### src/rtl/fetch_unit.sv
// Instruction-fetch stage: holds the PC, fetches over a req/ack handshake,
// latches the instruction and computes the next PC from jump/branch/zero.
module fetch_unit #(
  parameter int INSTR_W  = 8,
  parameter int PC_W     = 8,
  parameter logic [PC_W-1:0] RESET_PC = '0,
  parameter int JMP_W    = 5,
  parameter int BR_OFF_W = 3
) (
  input  logic               clk,
  input  logic               rst,
  output logic               imem_req,
  output logic [PC_W-1:0]    imem_addr,
  input  logic [INSTR_W-1:0] imem_rdata,
  input  logic               imem_ack,
  output logic [INSTR_W-1:0] instr_o,
  output logic [2:0]         opcode_o,
  output logic               instr_valid,
  output logic [PC_W-1:0]    pc_o,
  input  logic               stall,
  input  logic               jump,
  input  logic               branch,
  input  logic               zero,
  output logic               halted
);

  typedef enum logic [1:0] {
    S_REQ   = 2'd0,
    S_ISSUE = 2'd1,
    S_HALT  = 2'd2
  } state_t;

  state_t          state;
  logic            illegal;
  logic [PC_W-1:0] seq_pc;
  logic [PC_W-1:0] next_pc;

  assign imem_addr = pc_o;
  assign opcode_o  = instr_o[INSTR_W-1 -: 3];
  assign illegal   = (opcode_o == 3'b101) || (opcode_o == 3'b110);
  assign seq_pc    = pc_o + PC_W'(1);

  always_comb begin
    next_pc = seq_pc;
    if (jump)
      next_pc = PC_W'(instr_o[JMP_W-1:0]);
    else if (branch && zero)
      next_pc = seq_pc + PC_W'($signed(instr_o[BR_OFF_W-1:0]));
  end

  // imem_req is its own register so the request only rises on the first
  // edge after reset releases; an ack before that edge is ignored.
  always_ff @(posedge clk or posedge rst) begin
    if (rst) begin
      state       <= S_REQ;
      pc_o        <= RESET_PC;
      instr_o     <= '0;
      imem_req    <= 1'b0;
      instr_valid <= 1'b0;
      halted      <= 1'b0;
    end else begin
      case (state)
        S_REQ: begin
          if (!imem_req) begin
            imem_req <= 1'b1;
          end else if (imem_ack) begin
            instr_o     <= imem_rdata;
            imem_req    <= 1'b0;
            instr_valid <= 1'b1;
            state       <= S_ISSUE;
          end
        end
        S_ISSUE: begin
          if (!stall) begin
            instr_valid <= 1'b0;
            if (illegal) begin
              halted <= 1'b1;
              state  <= S_HALT;
            end else begin
              pc_o     <= next_pc;
              imem_req <= 1'b1;
              state    <= S_REQ;
            end
          end
        end
        S_HALT: begin
          state <= S_HALT;
        end
        default: begin
          state <= S_REQ;
        end
      endcase
    end
  end

endmodule

### config.mk
export PLATFORM = sky130hd
export DESIGN_NAME = fetch_unit
export DESIGN_NICKNAME = d
export VERILOG_FILES = /design/src/rtl/fetch_unit.sv
export SDC_FILE = /design/constraint.sdc
export NUM_CORES = 1
export LEC_CHECK = 0
export CAP_MARGIN = 15
export CORE_MARGIN = 10
export CORE_UTILIZATION = 46
export CTS_CLUSTER_DIAMETER = 150
export DETAILED_ROUTE_END_ITERATION = 8
export GPL_ROUTABILITY_DRIVEN = 1
export PLACE_DENSITY_LB_ADDON = 0.1
export SYNTH_ARGS = -nofsm -noshare
export SYNTH_HDL_FRONTEND = slang
export SYNTH_SLANG_ARGS = --single-unit
### constraint.sdc
create_clock -name clk -period 3.4 [get_ports clk]
set_clock_uncertainty 0.2 [all_clocks]
set_input_delay 0.68 -clock clk [delete_from_list [all_inputs] [get_ports clk]]
set_output_delay 0.68 -clock clk [all_outputs]
set_load 0.02 [all_outputs]
# Yosys cells after proc, flatten, opt, wreduce, memory -nomap -nowiden
# Cells that the tools add are included.
# Widths: inputs -> output; s select.
[word_totals]
register_bits = 21
out_inout_bits = 30
input_bits = 15
wordCells = 44
[classes]
n_addsub = 2
n_reduce_logical = 10
n_eq_ne = 8
bitwise = 2
mux = 16
[ops]
columns = ["operator", "n"]
rows = [
  ["$mux 8", 2],
  ["$reduce_and 3->1", 5],
  ["$add 8x1->8 const B", 1],
  ["$add 8x8->8", 1],
  ["$mux 2", 4],
  ["$ne 2x2->1 const B", 4],
  ["$mux 1", 7],
  ["$eq 3x3->1 const B", 2],
  ["$pmux 2 s3", 1],
  ["$pmux 1 s2", 2],
  ["$reduce_and 4->1", 1],
  ["$eq 2x1->1 const B", 1],
  ["$eq 2x2->1 const B", 1],
  ["$logic_not 2->1", 1],
  ["$not 1->1", 2],
  ["$reduce_bool 2->1", 1],
  ["$logic_and 1x1->1", 1],
  ["$logic_or 1x1->1", 1],
]

# Logic depth before layout (Yosys ltp)
[depth]
word_depth = 5
mapped_depth = 11
mapped_depth_nobuf = 11

# Worst setup path before layout
# Ideal clock, no wire load.
[synth_path]
path_type = "register to register"
start = "register pc_o[0] (netlist: imem_addr[0])"
end = "register pc_o[7] (netlist: imem_addr[7])"
path_stages_with_launch = 11
arrival_time_ps = 2375
synth_period_minus_slack_ps = 2638
path_buffers = 0
t_required_ps = 3136
setup_slack_ps = 762
setup_time_ps = 64
cell_sequence = "dfrtp_1 ha_1 nand2_1 nor2_1 xor2_1 ha_1 a21oi_1 o21ai_0 or4_1 nand3_1 a21o_1"
[synth_between]
elab_chain_len = 4
[synth_lines]
columns = ["item", "line", "text"]
rows = [
  ["start, declared", "19", "output logic [PC_W-1:0] pc_o,"],
  ["start signal, assigned", "80", "pc_o <= next_pc;"],
  ["$add 8x1->8 *", "41", "assign seq_pc = pc_o + PC_W'(1);"],
  ["$add 8x8->8", "48", "next_pc = seq_pc + PC_W'($signed(instr_o[BR_OFF_W-1:0]));"],
  ["$mux 8 *", "47", "else if (branch && zero)"],
  ["$mux 8 *", "45", "if (jump)"],
]
# Mark *: on every way between the ends. The rest lies on a longest branch, timed or not.
# A chain may end at the register's enable or synchronous reset.

# Worst setup path in the final report
# Ends and elaborated chain as after synthesis.

==> metrics.yaml <==
sta:
  tightest_slew_ps: 761
  worst_slack_ps: 662
  fmax_mhz: 365
  min_period_ps: 2740
  slew_headroom_pct: 49.2
  min_period_over_period_pct: 80.5
  rsz0062_at_grt: "no"
  hold_viol: 0
  setup_violations: 0
  drv_slew: 0
  fin_setup_tns_ps: 0
critical_path:
  crit_buf_inv: 0
  r2r_start: "imem_addr[0]"
  critPathMaxStageDelay_ps: 530
  cp.depth: 10
  path_class: "flop to flop"
  r2r-end: "imem_addr[7]"
  critPathTopFamily: "simple AND/OR/NAND/NOR gates"
  reg2reg_slack_ps: 660
  cp_max_fo: 7
  cpMaxStageDelayCell: "or4_1"
  cp_data_required_time_ps: 3450
  endpoint_kind: "flop"
  crit_top_cell: "ha_1"
  path_cells: "ha_1 -> nand2_1 -> nor2_1 -> xor2_1 -> ha_1 -> a21oi_1 -> o21ai_0 -> or4_1 -> nand3_1 -> a21o_1"
  reg2regPathDepth: 10
  critPathLaunchType: "flop"
  arrival_ps: 2790
routing:
  highest_layer: "met4"
  drt-met1-wl_um: 1610
  wl_per_cell_um: 15.6
  route.detailed.drc: 0
  wl_met3_um: 264
  drt-pass1-iter-count: 4
  drt-total-wl_um: 3680
  drtIter0Drc: 77
  dr_total_vias: 1231
  routed_via_density: 5.24
  wl_met2_um: 1780
  ant_nets: 0
hold_path:
  hold_end: "halted"
  worstHoldPathCells: 1
  hp-class: "flop to flop"
  hold_start: "halted"
run_status:
  status: "finished clean"
placement:
  place.gp.congestion: 0.766
  io_buffers: 44
  hpwlAfterDp_um: 2930
  dp_slack_ps: 708
pwr:
  p_leak_nw: 0.855
  powerDensity_nw_per_um2: 215
  ir_worst_vdd_mv: 0.191
clocking:
  cts_made_buffers: 3
  clk_path_buf_depth: 2
  post_cts_resized: 0
  cts_sinks: 21
  cts_hold_buffers: 0
  post_cts_buffers: 0
  htree_num_levels: 1
  cts_root_buf: "clkbuf_4"
  tritoncts: "built"
  insertion_delay_ps: 300
  clkTransAtPathRegs_ps: 120
global_routing:
  grt_pass1_wl_um: 6130
  antenna_found_initial: 0
  grt_pass1_vias: 1335
  grt_max_degree: 22
  grt_usage_pct: 12.5
  gr-total-overflow: 0
yosys:
  avgSynthCellArea_sq_um: 9.11
  yosys_warnings: 0
  ys_ff_latch: 21
  synth.cell_area_sq_um: 1450
  ys_async_sr_fraction_pct: 100
  yosysTopAreaCell: "dfrtp_1"
  ys.flop_type: "dfrtp_1"
  synth_edf_count: 0
  synth_cell_type_count: 36
  synth_top_area_share_pct: 36.3
  yosysSeqAreaShare_pct: 36.3
  synth_area_leaders: "dfrtp_1 (36%), mux2_2 (7.0%), ha_1 (6.9%)"
  syn-instance-count: 159
  synth_fp_nets: 183
floorplanning:
  row_count: 20
  fp.dieW_um: 76.1
  core_sq_um: 3030
  ios: 45
  die-area_sq_um: 5790
  die_h_um: 76.1
  start_util_pct: 47.9
layout:
  drive_gt1_share_pct: 8.90
  syn_to_final_growth_pct: 29.0
  finalNetCount: 216
  diodes: 0
flow_run:
  drv_cap: 0
[synth_stat cells (2+ instances only)]
master and number:
a21o_1 3, a21oi_1 14, buf_4 11, clkbuf_1 4, dfrtp_1 21, ha_1 8, inv_1 4, mux2_2 9
nand2_1 14, nand2b_1 2, nand3_1 4, nand3b_1 3, nor2_1 7, nor2b_1 2, nor3_1 8, o21ai_0 14
o22ai_1 3, xnor2_1 4, xor2_1 7
[power breakdown]
group          switching [mW]  total, mW  internal, mW
clock                  0.0748      0.119        0.0438
sequential                  0      0.250         0.250
combinational          0.0163     0.0340        0.0177
total                  0.0911      0.402         0.311
[worst reg2reg max path: cells and delay by family, from the launching register on]
| kind | cells | cell delay, ps |
|---|---|---|
| compound gates | 3 | 430 |
| xor+xnor | 1 | 210 |
| fa+ha+maj | 2 | 570 |
| flops | 1 | 470 |
| simple gates | 4 | 820 |
[area by class of cell]
| type | count | area, sq um |
|---|---|---|
| fill | 271 | 1160 |
| multi-input combinational | 118 | 806 |
| sequential | 21 | 526 |
| timing repair buffer | 44 | 440 |
| tap | 44 | 55.1 |
| clock buffer | 3 | 22.5 |
| inverter | 4 | 15.0 |
| clock inverter | 1 | 5.00 |
[stage by stage]
stage                     util [%]  hold slack, ps  cells  instance area, sq um  power, mW
after floorplan                  -             287    159                  1450      0.268
after global placement        60.8             262    231                  1840      0.288
after detailed placement      60.8             267    231                  1840      0.289
after CTS                     61.7             298    235                  1870      0.408
after global routing          61.7             325    235                  1870      0.424
final                         61.7             292    235                  1870      0.402
[cells in the final DEF, fill, tap and decap left out, drive strengths merged, types with 2 or more instances in the layout]
cell type	Yosys	final
clkdlybuf4s50	0	44
ha	8	8
nand2b	2	2
nor3	8	8
nand3	4	4
mux2	9	9
a21oi	14	14
xor2	7	7
nand2	14	14
o211ai	2	2
nor2b	2	2
clkbuf	4	3
nand3b	3	3
inv	4	4
xnor2	4	4
a21o	4	4
nor2	7	7
dfrtp	21	21
o21ai	15	15
o22ai	3	3
[flip-flops by register name (all words and copies together), names as in the netlist]
signal       count
instr_valid      1
imem_req         1
imem_addr        8
state            2
halted           1
instr_o          8
[worst max-delay path by stage]
stage / endpoint / startpoint
floorplan: imem_addr[7] / imem_addr[0]
global placement: imem_addr[7] / imem_addr[0]
detailed placement: imem_addr[7] / imem_addr[0]
CTS: imem_addr[7] / imem_addr[0]
global route: imem_addr[7] / imem_addr[0]
finish: imem_addr[7] / imem_addr[0]
[cell families after synthesis]
| family | after synthesis | synth area share, % |
|---|---|---|
| compound gates | 44 | 18.3 |
| simple gates | 44 | 14.7 |
| flops | 21 | 36.3 |
| buf+inv | 20 | 8.12 |
| xor+xnor | 11 | 6.65 |
| mux | 10 | 7.69 |
| fa+ha+maj | 9 | 8.29 |
[metal layers]
metal  track usage, %  vias to the layer above
met3             4.13                        2
met2             21.6                       30
met4             4.46                        0
li1                 -                      616
met1             14.0                      583
met5                0                        -
Note: power is estimated with default switching activity, not from simulation.
